## src/rtl/seg_pkg.sv

```systemverilog
// Shared constants for the 5-digit multiplexed 7-segment scanner:
// digit count, scan state encoding and the hex-to-segment table.
package seg_pkg;

  localparam int NUM_DIGITS = 5;

  typedef enum logic {
    ST_BLANK = 1'b0,
    ST_SHOW  = 1'b1
  } scan_state_t;

  // Entry [h] holds segments g..a for hex value h (entry 15 listed first).
  localparam logic [15:0][6:0] SEG_TABLE = {
    7'h71, 7'h79, 7'h5E, 7'h39, 7'h7C, 7'h77, 7'h6F, 7'h7F,
    7'h07, 7'h7D, 7'h6D, 7'h66, 7'h4F, 7'h5B, 7'h06, 7'h3F
  };

endpackage

```

## src/rtl/seg7_hex_decode.sv

```systemverilog
// Combinational hex nibble to 7-segment pattern (bit6..0 = g..a).
module seg7_hex_decode
  import seg_pkg::*;
(
  input  logic [3:0] i_hex,
  output logic [6:0] o_seg
);

  assign o_seg = SEG_TABLE[i_hex];

endmodule

```

## src/rtl/seg_scan_ctrl.sv

```systemverilog
// Time-multiplexed scanner for five 7-segment digits with a per-slot dark
// interval and a shadow register that only reloads at frame boundaries.
module seg_scan_ctrl
  import seg_pkg::*;
#(
  parameter int DIV   = 1000,
  parameter int BLANK = 16
) (
  input  logic        clk,
  input  logic        rst_n,
  input  logic        upd_req,
  input  logic [19:0] upd_digits,
  input  logic [4:0]  upd_blank,
  input  logic [4:0]  upd_dp,
  output logic        upd_ack,
  output logic [4:0]  SEG_SEL,
  output logic [7:0]  SEG_DATA,
  output logic        frame_start
);

  localparam int             CW       = $clog2(DIV);
  localparam logic [CW-1:0]  CNT_LAST = CW'(DIV - 1);
  localparam logic [CW-1:0]  BLK_LAST = CW'(BLANK - 1);
  localparam logic [2:0]     IDX_LAST = 3'(NUM_DIGITS - 1);

  generate
    if (BLANK < 1 || BLANK >= DIV) begin : g_bad_param
      $error("seg_scan_ctrl: BLANK must satisfy 1 <= BLANK < DIV");
    end
  endgenerate

  logic [CW-1:0] r_cnt;
  logic [2:0]    r_idx;
  scan_state_t   r_state;
  logic [19:0]   r_digits;
  logic [4:0]    r_blank;
  logic [4:0]    r_dp;

  logic [3:0] w_nib;
  logic [6:0] w_seg;
  logic [4:0] w_onehot;
  logic       w_frame_end;

  assign w_nib       = r_digits[{r_idx, 2'b00} +: 4];
  assign w_onehot    = 5'b00001 << r_idx;
  assign w_frame_end = (r_cnt == CNT_LAST) && (r_idx == IDX_LAST);

  seg7_hex_decode u_dec (
    .i_hex (w_nib),
    .o_seg (w_seg)
  );

  always_ff @(posedge clk or negedge rst_n) begin
    if (!rst_n) begin
      r_cnt       <= '0;
      r_idx       <= '0;
      r_state     <= ST_BLANK;
      r_digits    <= '0;
      r_blank     <= '1;
      r_dp        <= '0;
      upd_ack     <= 1'b0;
      SEG_SEL     <= '0;
      SEG_DATA    <= '0;
      frame_start <= 1'b0;
    end else begin
      upd_ack     <= 1'b0;
      frame_start <= (r_cnt == '0) && (r_idx == '0);

      // Outputs are a registered image of this cycle's state and index.
      if (r_state == ST_SHOW) begin
        SEG_SEL  <= w_onehot;
        SEG_DATA <= r_blank[r_idx] ? 8'h00 : {r_dp[r_idx], w_seg};
      end else begin
        SEG_SEL  <= '0;
        SEG_DATA <= '0;
      end

      if (r_cnt == CNT_LAST) begin
        r_cnt   <= '0;
        r_idx   <= (r_idx == IDX_LAST) ? 3'd0 : r_idx + 3'd1;
        r_state <= ST_BLANK;
      end else begin
        r_cnt <= r_cnt + CW'(1);
        if (r_cnt == BLK_LAST) r_state <= ST_SHOW;
      end

      // Reload only on the last cycle of a frame so a frame is never torn.
      if (w_frame_end && upd_req) begin
        r_digits <= upd_digits;
        r_blank  <= upd_blank;
        r_dp     <= upd_dp;
        upd_ack  <= 1'b1;
      end
    end
  end

endmodule

```

## config.mk

```make
export PLATFORM = sky130hd
export DESIGN_NAME = seg_scan_ctrl
export DESIGN_NICKNAME = d
export VERILOG_FILES = /design/src/rtl/seg_pkg.sv /design/src/rtl/seg7_hex_decode.sv /design/src/rtl/seg_scan_ctrl.sv
export SDC_FILE = /design/constraint.sdc
export NUM_CORES = 1
export LEC_CHECK = 0
export ABC_AREA = 1
export CORE_ASPECT_RATIO = 0.5
export CORE_MARGIN = 8
export CORE_UTILIZATION = 40
export CTS_CLUSTER_DIAMETER = 150
export DETAILED_ROUTE_END_ITERATION = 12
export HOLD_SLACK_MARGIN = 0.1
export PLACE_DENSITY = 0.62
export SLEW_MARGIN = 10
export SYNTH_ARGS = -nofsm -noshare
export SYNTH_HDL_FRONTEND = slang
export SYNTH_SLANG_ARGS = --single-unit
```

## constraint.sdc

```tcl
create_clock -name clk -period 3.5 [get_ports clk]
set_input_delay 0.525 -clock clk [delete_from_list [all_inputs] [get_ports clk]]
set_output_delay 0.525 -clock clk [all_outputs]
set_load 0.02 [all_outputs]
```

==> key figures <==
Yosys
  – FFs w/ async S/R, synth: 100.0%
  – Most used standard cells in the synthesized netlist: sky130_fd_sc_hd__nand2_1 (135), sky130_fd_sc_hd__dfrtp_1 (54), sky130_fd_sc_hd__inv_1 (32)
  – Area of the mapped netlist: 0.002872 mm²
  – Most frequent cell after synthesis: sky130_fd_sc_hd__nand2_1
  – Flip-flop cell with the highest count after synthesis: sky130_fd_sc_hd__dfrtp_1
  – Area share of the leading cell type in the synthesized netlist: 47.06%
  – Count of warnings emitted by yosys: 0
  – Cell count after synthesis: 352
  – Portion of the post-synthesis area used by sequential elements: 51.63%
  – Number of register bits inferred by synthesis: 59
  – Area leader, netlist: sky130_fd_sc_hd__dfrtp_1
  – Area contributors post-synth: sky130_fd_sc_hd__dfrtp_1 (47%), sky130_fd_sc_hd__nand2_1 (18%), sky130_fd_sc_hd__ha_1 (5.7%), sky130_fd_sc_hd__dfstp_2 (4.6%), sky130_fd_sc_hd__nand3_1 (4.5%)
  – Mapped Avg Cell Area: 8.158 µm²
  – Synth Net Count: 398
  – Count of cell types in the netlist: 25
  – Count of flip-flops with a built-in enable after synthesis: 0

Clock network
  – Inserted Clock Buffers: 9
  – Worst-path clk slew: 0.05 ns
  – Setup bufs post-CTS: 0
  – TritonCTS clock tree: built
  – Post-cts resize count: 0
  – Clock tree root driver cell: sky130_fd_sc_hd__clkbuf_16
  – Clk Latency, worst-skew pair: 0.32 ns
  – Largest buffer count on any clock path: 2
  – Hold-fix buffers at CTS: 0
  – Deepest level of the CTS H-tree: 3
  – Clock net sink count: 59

STA
  – Maximum clock frequency: 0.4065 GHz
  – Fin crit share: 70.29%
  – Clock period minus worst slack: 2.460 ns
  – Worst-margin pin slew: 0.7913 ns
  – Slew Limit Fails: 0
  – Final setup TNS: 0 ns
  – Worst slew margin: 47.25%
  – # setup viols final: 0
  – Endpoints failing hold: 0
  – Clock Skew: 0.004937 ns
  – Setup repair after global routing missed its margin: no

Floorplanning
  – Vertical extent of the die: 75.91 µm
  – Core Footprint: 0.006805 mm²
  – Die Footprint: 0.01031 mm²
  – Width of the die: 135.8 µm
  – Initial cell density of the core: 42.20%
  – Number of top-level pins: 48
  – Std cell rows: 21

Setup path
  – Worst Setup Path Type: reg -> reg
  – Bufs and invs on worst path: 3
  – Worst path depth: 8
  – Biggest fanout along the worst timing path: 35
  – Delay contributed by the slowest stage of the critical path: 0.63 ns
  – Data required time of the worst path: 3.69 ns
  – Critical path arrival: 2.65 ns
  – Kind of capture point of the worst setup path: flip-flop
  – Most used cell along the critical path: sky130_fd_sc_hd__nand2_1
  – Slowest cell on the critical path: sky130_fd_sc_hd__dfrtp_1
  – Critical path launch point type: flip-flop
  – Dominant delay contributor by cell family on the critical path: buffers and inverters
  – CP cell instances: inv_2 -> ha_1 -> nand2_1 -> inv_1 -> nand4_4 -> clkinv_2 -> nand2_1 -> o21ai_0
  – Worst reg2reg path depth: 8

Global route
  – Pin count of the biggest net entering global routing: 37
  – Number of antenna violations at the first check in global routing: 0
  – Vias in the first global route: 2388
  – Total grt overflow: 0
  – Global-route wire length before repair: 11.08 mm
  – Aggregate global-route resource usage: 13.31%

Drt
  – Wire length reported by the detailed router: 6.358 mm
  – Detailed-route DRC error count: 0
  – Overall via count from detail_route: 2343
  – Per-cell via count in the routed design: 4.686
  – Pre-antenna DRT Iters: 4
  – Remaining antenna violation count: 0
  – DRC violation total after the first TritonRoute iteration: 137
  – Wire per inst: 12.72 µm

Place
  – Input/output buffers: 47
  – Post-place instance area: 0.003398 mm²
  – Hpwl dp: 4.653 mm
  – Global placer's final weighted congestion: 0.8356

Min path
  – Hold Path Class: in -> async

Layout
  – Ant. Diodes: 0
  – FILL cells: 646
  – Layout cell share with drive strength beyond 1: 7.353%
  – Area Overhead vs Synth: 27.89%
  – Total Nets Final: 449
  – Post-route standard cell area excluding fillers: 0.003672 mm²

Power
  – Worst VDD drop: 0.0002400 V
  – Leakage power: 1.881 nW
  – P per Cell Area: 415.8 mW/mm²

Job
  – Number of max-cap violations: 0

Run status
  – Status: complete, no violations
==> power by group <==
group / internal (W) / total [W] / leakage, nW / switching (W)
sequential: 0.000684 / 0.000684 / 0.750 / 0
clock: 0.000514 / 0.000794 / 0.137 / 0.000280
combinational: 0.0000310 / 0.0000487 / 0.994 / 0.0000177
total: 0.00123 / 0.00153 / 1.88 / 0.000298
==> flip-flops by register name (all words and copies together), names as in the netlist <==
name and count:
SEG_DATA 8, SEG_SEL 5, frame_start 1, r_blank 5, r_cnt 10, r_digits 20, r_dp 5, r_idx 3
r_state 1, upd_ack 1
==> routing by layer <==
| metal | up-vias | global-route usage [%] | part of all wire (%) |
|---|---|---|---|
| li1 | 1207 | - | - |
| met1 | 1077 | 17.00 | 50 |
| met2 | 53 | 19.66 | 43 |
| met3 | 6 | 5.197 | 6.0 |
| met4 | 0 | 5.281 | 1.1 |
| met5 | - | 0 | 0 |
==> final cells by class <==
cell class              instances  area, µm²  share of cell area [%]
flip-flops and latches         59       1483                   40.37
multi-input cells             247       1184                   32.23
repair buffers                 48      473.0                   12.88
clock buffers                  14      264.0                   7.189
inverters                      38      143.9                   3.918
well taps                      92      115.1                   3.135
clock inverters                 2      10.01                  0.2726
==> worst register-to-register path, delay by kind of cell (launching register included) <==
| kind | cells | cell delay, ns |
|---|---|---|
| fa+ha+maj | 1 | 0.29 |
| buf+inv | 3 | 0.76 |
| simple gates | 3 | 0.56 |
| flops | 1 | 0.63 |
| compound gates | 1 | 0.09 |
==> kinds of logic after synthesis <==
| group | Yosys count | share of synthesized area [%] |
|---|---|---|
| AOI/OAI and AO/OA | 30 | 5.796 |
| and+or+nand+nor | 203 | 29.46 |
| xor gates and xnor gates | 1 | 0.3051 |
| buffers and inverters | 46 | 7.146 |
| DFF | 59 | 51.63 |
| adders and majority gates | 13 | 5.665 |
==> layout by cell type (no fill, tap or decap), types with 4 or more instances in the layout <==
| cell type | netlist | final |
|---|---|---|
| sky130_fd_sc_hd__a21oi_1 | 8 | 8 |
| sky130_fd_sc_hd__clkbuf_16 | 0 | 9 |
| sky130_fd_sc_hd__clkdlybuf4s50_1 | 0 | 46 |
| sky130_fd_sc_hd__dfrtp_1 | 54 | 54 |
| sky130_fd_sc_hd__dfstp_2 | 5 | 5 |
| sky130_fd_sc_hd__ha_1 | 13 | 13 |
| sky130_fd_sc_hd__inv_1 | 32 | 32 |
| sky130_fd_sc_hd__inv_2 | 4 | 4 |
| sky130_fd_sc_hd__nand2_1 | 135 | 135 |
| sky130_fd_sc_hd__nand3_1 | 26 | 26 |
| sky130_fd_sc_hd__nor2_1 | 30 | 30 |
| sky130_fd_sc_hd__nor3_1 | 7 | 7 |
| sky130_fd_sc_hd__o21ai_0 | 15 | 15 |
==> worst paths after layout <==
path                                      start                       to  slack (ns)
min in group clk             r_cnt[0]$_DFF_PN0_       r_cnt[0]$_DFF_PN0_        0.47
hold / removal                            rst_n     r_idx[1]$_DFFE_PN0N_        0.29
hold reg to reg              r_cnt[0]$_DFF_PN0_       r_cnt[0]$_DFF_PN0_        0.47
max in group asynchronous                 rst_n   r_blank[1]$_DFFE_PN1P_        2.37
setup reg to reg           r_idx[0]$_DFFE_PN0N_  r_digits[8]$_DFFE_PN0P_        1.04
setup / recovery           r_idx[0]$_DFFE_PN0N_  r_digits[8]$_DFFE_PN0P_        1.04
==> metrics by stage <==
stage	hold slack [ns]	utilization (%)	total power, W	cells	worst slack (ns)
floorplan	0.2294	-	0.0006948	352	1.717
global placement	0.4501	49.94	0.0007445	484	1.158
detailed placement	0.4564	49.94	0.0007447	484	1.023
CTS	0.3137	53.96	0.001548	500	1.020
global route	0.3657	53.96	0.001589	500	0.7699
finish	0.2859	53.96	0.001527	500	1.040
Note: power is estimated with default switching activity, not from simulation.
==> RTL change 1: new RTL, same settings <==
Compare `r_cnt` against `CNT_LAST` with >= in place of ==.
--- a/src/rtl/seg_scan_ctrl.sv
+++ b/src/rtl/seg_scan_ctrl.sv
@@ -43,7 +43,7 @@
 
   assign w_nib       = r_digits[{r_idx, 2'b00} +: 4];
   assign w_onehot    = 5'b00001 << r_idx;
-  assign w_frame_end = (r_cnt == CNT_LAST) && (r_idx == IDX_LAST);
+  assign w_frame_end = (r_cnt >= CNT_LAST) && (r_idx == IDX_LAST);
 
   seg7_hex_decode u_dec (
     .i_hex (w_nib),
Formal check against the unedited RTL: same outputs for any inputs over 10 cycles, from zero or initial values and one cycle with rst_n low; that may be too few to reach the edited logic, so the function may still have changed.
==> RTL change 1 against the unedited design <==
- total power up 17%
- largest cell class unchanged
- utilization shrank 1.4 points
- sequential cell count is the same
- cell area up 4.0%
- critical path depth stayed put
- wire length rose by 5.5%
- worst setup slack worse by 0.25 ns
- synthesized area is 3.5% higher
- highest routed layer unchanged
- critical endpoint is now r_digits[2]
- synthesized cell count grew 2.3%
==> RTL change 1: results (changes against the unedited design) <==
Outcome
  • Outcome: finished clean (unchanged)

Cells and area
  • Ant diodes: 0 (unchanged)
  • Largest regs: r_digits x20, r_cnt x10, SEG_DATA x8 (unchanged)
  • Net count, final: 452 (was 449)
  • Filler cells: 696 (was 646)
  • Share of layout cells above drive strength 1: 0.119 (was 0.0735)
  • Biggest register: r_digits (unchanged)

GRT
  • Initial antenna violation count: 0 (unchanged)
  • Global-route wire length before repair: 11.5 mm (was 11.1 mm)
  • Vias in the first global route: 2433 (was 2388)
  • Gr usage total: 0.134 (was 0.133)
  • Largest net degree at the start of global routing: 40 (was 37)

Placed design
  • I/O Buffers: 47 (unchanged)
  • HPWL Detailed: 4.86 mm (was 4.65 mm)
  • GPL Wtd Cong: 0.868 (was 0.836)
  • Area after DPL: 3460 µm² (was 3400 µm²)
  • DP Cell Count: 491 (was 484)

Yosys
  • Synthesized instance count: 360 (was 352)
  • YS warnings: 0 (unchanged)
  • Post-synthesis sequential area ratio: 0.499 (was 0.516)
  • Count of unique library cells instantiated by Yosys: 31 (was 25)
  • Top post-synthesis cells by area: dfrtp_1 (45%), nand2_1 (18%), ha_1 (5.5%) (was dfrtp_1 (47%), nand2_1 (18%), ha_1 (5.7%))
  • Top-count cell post-synth: nand2_1 (unchanged)
  • Post-synth ARST share: 1.00 (unchanged)
  • Synth cell count leaders: nand2_1 (144), dfrtp_1 (54), nor2_1 (29), nand3_1 (25), inv_1 (22) (was nand2_1 (135), dfrtp_1 (54), inv_1 (32), nor2_1 (30), nand3_1 (26))
  • Net Count, Synth: 406 (was 398)

Pwr
  • Internal power: 1.47 mW (was 1.23 mW)
  • Maximum vdd ir drop: 0.239 mV (was 0.240 mV)
  • Leak Pwr: 1.90 nW (was 1.88 nW)

Detailed routing
  • Routed WL: 6.71 mm (was 6.36 mm)
  • DRT iter0 DRCs: 162 (was 137)
  • WL per Instance: 13.2 µm (was 12.7 µm)
  • DRT Pass-1 Iters: 4 (unchanged)
  • DR vias/cell: 4.77 (was 4.69)
  • Drc violations: 0 (unchanged)

Clocking
  • H-Tree Depth: 3 (unchanged)
  • CTS max path bufs: 2 (unchanged)
  • Clk slew on worst S/H paths: 0.05 ns (about the same)
  • Postcts setup bufs: 0 (unchanged)
  • CTS Root Cell: clkbuf_16 (unchanged)
  • CTS buffer count: 9 (unchanged)
  • Skew-Pair Late Insertion Delay: 0.32 ns (about the same)
  • Post-CTS Resized: 0 (unchanged)

Timing
  • Setup slack after layout: 0.786 ns (was 1.04 ns)
  • Relative max-transition margin: 0.393 (was 0.472)
  • WHS: 0.338 ns (was 0.286 ns)
  • Setup Skew: 0.00679 ns (was 0.00494 ns)

Setup path
  • Max FO, Critical Path: 31 (was 35)
  • Reg2reg path depth: 8 (unchanged)

Worst hold path
  • HP Class: in -> async (unchanged)
RTL change 1: cell count changes after synthesis, moves of 3 or more:
cell,delta
inv_1,-10
o21ai_1,+5
a21oi_2,+4
a21oi_1,-4
nand2_2,+3
o21ai_0,-12
nand3_2,+6
nand2_1,+9
buf_4,+4
buf_2,-3
RTL change 1: final cells by class:
type / instances / area [µm²] / area share
Clock buffer: 12 / 267 / 0.0698
Clock inverter: 4 / 95.1 / 0.0249
Inverter: 29 / 115 / 0.0301
Multi-Input combinational cell: 259 / 1270 / 0.332
Sequential cell: 59 / 1480 / 0.388
Tap cell: 96 / 120 / 0.0314
Timing Repair Buffer: 48 / 473 / 0.124
RTL change 1: cells by family (layout without fill, tap and decap cells):
kind of cell             count (synthesis)  after routing  share of synthesized area
AO/OA/AOI/OAI                           23             23                     0.0463
XOR/XNOR                                 1              1                    0.00295
adder cells (fa/ha/maj)                 13             13                     0.0547
buffers and inverters                   42             93                     0.0745
flip-flops                              59             59                      0.499
AND/OR/NAND/NOR                        222            222                      0.323
RTL change 1: path summary, 6_finish.rpt:
kind,start,end
setup / recovery,r_idx[0],r_digits[2]
hold / removal,rst_n,r_digits[4]
setup reg to reg,r_idx[0],r_digits[2]
hold reg to reg,r_blank[4],r_blank[4]
max in group asynchronous,rst_n,r_blank[4]
min in group clk,r_blank[4],r_blank[4]
RTL change 1: per-layer routing:
layer	up-vias	GRT usage	share of wire
li1	1223	-	-
met2	36	0.197	0.43
met3	12	0.0423	0.049
met5	-	0	0
met1	1148	0.181	0.50
met4	0	0.0479	0.015
RTL change 1: worst max-delay path: stages (launching register included):
cell and delay [ns]:
dfrtp_1 0.60, inv_4 0.25, ha_1 0.22, nand2_1 0.11
nor2_1 0.16, nand3_2 0.50, inv_2 0.59, nand2_1 0.13
nand2_1 0.08
RTL change 1: power by group through the flow:
stage | logic (mW) | registers (mW) | clock network, mW
floorplan | 0.000270 | 0.695 | 0
global placement | 0.0498 | 0.695 | 0
detailed placement | 0.0507 | 0.695 | 0
CTS | 0.0508 | 0.683 | 1.06
global route | 0.0547 | 0.683 | 1.10
finish | 0.0496 | 0.683 | 1.05
==> RTL change 2: new RTL, same settings <==
Made on the original files. Set the parameter `DIV` to 500 (it was 1000).
--- a/src/rtl/seg_scan_ctrl.sv
+++ b/src/rtl/seg_scan_ctrl.sv
@@ -3,7 +3,7 @@
 module seg_scan_ctrl
   import seg_pkg::*;
 #(
-  parameter int DIV   = 1000,
+  parameter int DIV   = 500,
   parameter int BLANK = 16
 ) (
   input  logic        clk,
Behaviour: same outputs for any inputs over 10 cycles, from zero or initial values and one cycle with rst_n low; that may be too few to reach the edited logic, so the function may still have changed.
==> RTL change 2 against the unedited design <==
- sequential power shrank 2%
- clock skew is essentially flat
- synthesized area grew 1.3%
- wire length grew 2.0%
- critical path depth shrank 1
- sequential cell count shrank 1
- worst setup slack gained 0.22 ns
- clock power grew 12%
- cell area grew 0.99%
- synthesized cell count shrank 2.0%
- final cell count shrank 1.2%
- global-route usage shrank 0.096 points
- total power grew 5.5%
- hold slack lost 0.14 ns
- critical endpoint unchanged
==> RTL change 2: results (changes against the unedited design) <==
Outcome
  • Outcome: finished clean (unchanged)

Cells and area
  • Share of layout cells above drive strength 1: 0.121 (was 0.0735)
  • Filler cells: 659 (was 646)
  • Net count, final: 440 (was 449)

GRT
  • Met2 usage: 0.186 (was 0.197)
  • Gr usage total: 0.132 (was 0.133)
  • Grt met1 use: 0.176 (was 0.170)
  • Met3 Usage GRT: 0.0441 (was 0.0520)
  • Global-route wire length before repair: 11.0 mm (was 11.1 mm)

Detailed routing
  • DR vias/cell: 4.72 (was 4.69)
  • DRT iter0 DRCs: 162 (was 137)
  • Via count: 2334 (was 2343)
  • WL per Instance: 13.1 µm (was 12.7 µm)

Clocking
  • Skew-Pair Late Insertion Delay: 0.33 ns

Yosys
  • Synth cell count leaders: nand2_1 (133), dfrtp_1 (53), nor2_1 (23), nand3_1 (22), inv_1 (21) (was nand2_1 (135), dfrtp_1 (54), inv_1 (32), nor2_1 (30), nand3_1 (26))
  • Top post-synthesis cells by area: dfrtp_1 (46%), nand2_1 (17%), ha_1 (5.6%) (was dfrtp_1 (47%), nand2_1 (18%), ha_1 (5.7%))
  • Count of unique library cells instantiated by Yosys: 27 (was 25)
  • Synth Area in XOR/XNOR: 0.00301 (was 0.00305)
  • Post-synthesis sequential area ratio: 0.501 (was 0.516)
  • Post-Synth Adder-Cell Area: 0.0559 (was 0.0566)
  • Syn avg cell area: 8.43 µm² (was 8.16 µm²)
  • Net Count, Synth: 391 (was 398)

Timing
  • Setup Skew: 0.00514 ns (was 0.00494 ns)
  • Worst slew pin tran: 0.541 ns (was 0.791 ns)

Placed design
  • GPL Wtd Cong: 0.851 (was 0.836)
  • HPWL Detailed: 4.90 mm (was 4.65 mm)
  • DP Cell Count: 479 (was 484)
  • Area after DPL: 3400 µm² (about the same)

Setup path
  • CP arrival: 2.44 ns (was 2.65 ns)

Pwr
  • Leak Pwr: 1.91 nW (was 1.88 nW)
  • Maximum vdd ir drop: 0.198 mV (was 0.240 mV)
[RTL change 2: cell count changes after synthesis, sizes merged]
| cell | delta |
|---|---|
| nor2 | -5 |
| dfrtp | -1 |
| nand3 | +3 |
| o21ai | -1 |
| inv | -9 |
| a31oi | +2 |
| clkinv | -1 |
| nand2 | +6 |
| nor3 | -5 |
| buf | +3 |
| and3 | +1 |
[RTL change 2: final cells by class]
type,instances,area [µm²],area share
Clock buffer,13,270,0.0729
Clock inverter,2,35.0,0.00945
Inverter,28,110,0.0297
Multi-Input combinational cell,248,1230,0.333
Sequential cell,58,1460,0.393
Tap cell,96,120,0.0324
Timing Repair Buffer,49,480,0.130
[RTL change 2: final timing paths]
kind | end | slack, ns | cells past startpoint
max | r_digits[8] | 1.26 | 7
min | r_digits[12] | 0.14 | 1
max reg2reg | r_digits[8] | 1.26 | 7
min reg2reg | r_cnt[0] | 0.45 | 1
max in group asynchronous | r_cnt[3] | 2.71 | 2
min in group clk | r_cnt[0] | 0.45 | 1
[RTL change 2: critical path, cell delays in order, from the launching register on]
cell	delay (ns)
dfrtp_1	0.57
inv_2	0.31
ha_1	0.24
nand2_1	0.12
nor2_1	0.20
nand2_4	0.21
inv_4	0.31
o21ai_0	0.13
[RTL change 2: per-layer routing]
layer  routed length [µm]  share of wire
met1                 3100           0.48
met2                 2840           0.44
met3                  446          0.069
met4                  106          0.016
met5                    0              0
[RTL change 2: cells by family after synthesis]
group                      Yosys count
DFF                                 58
and+or+nand+nor                    203
AOI/OAI and AO/OA                   31
buffers and inverters               39
xor gates and xnor gates             1
adders and majority gates           13
[RTL change 2: power by group]
group / internal, mW / switching, mW / total (mW)
clock network: 0.603 / 0.287 / 0.890
logic: 0.0318 / 0.0177 / 0.0495
registers: 0.672 / 0 / 0.672
total: 1.31 / 0.304 / 1.61
[RTL change 2: stage by stage]
| stage | setup WS, ns | hold slack [ns] | utilization |
|---|---|---|---|
| after floorplan | 1.79 | 0.229 | - |
| after global placement | 1.36 | 0.453 | 0.474 |
| after detailed placement | 1.26 | 0.454 | 0.474 |
| after CTS | 1.26 | 0.151 | 0.516 |
| after global routing | 1.00 | 0.176 | 0.516 |
| final | 1.26 | 0.142 | 0.516 |
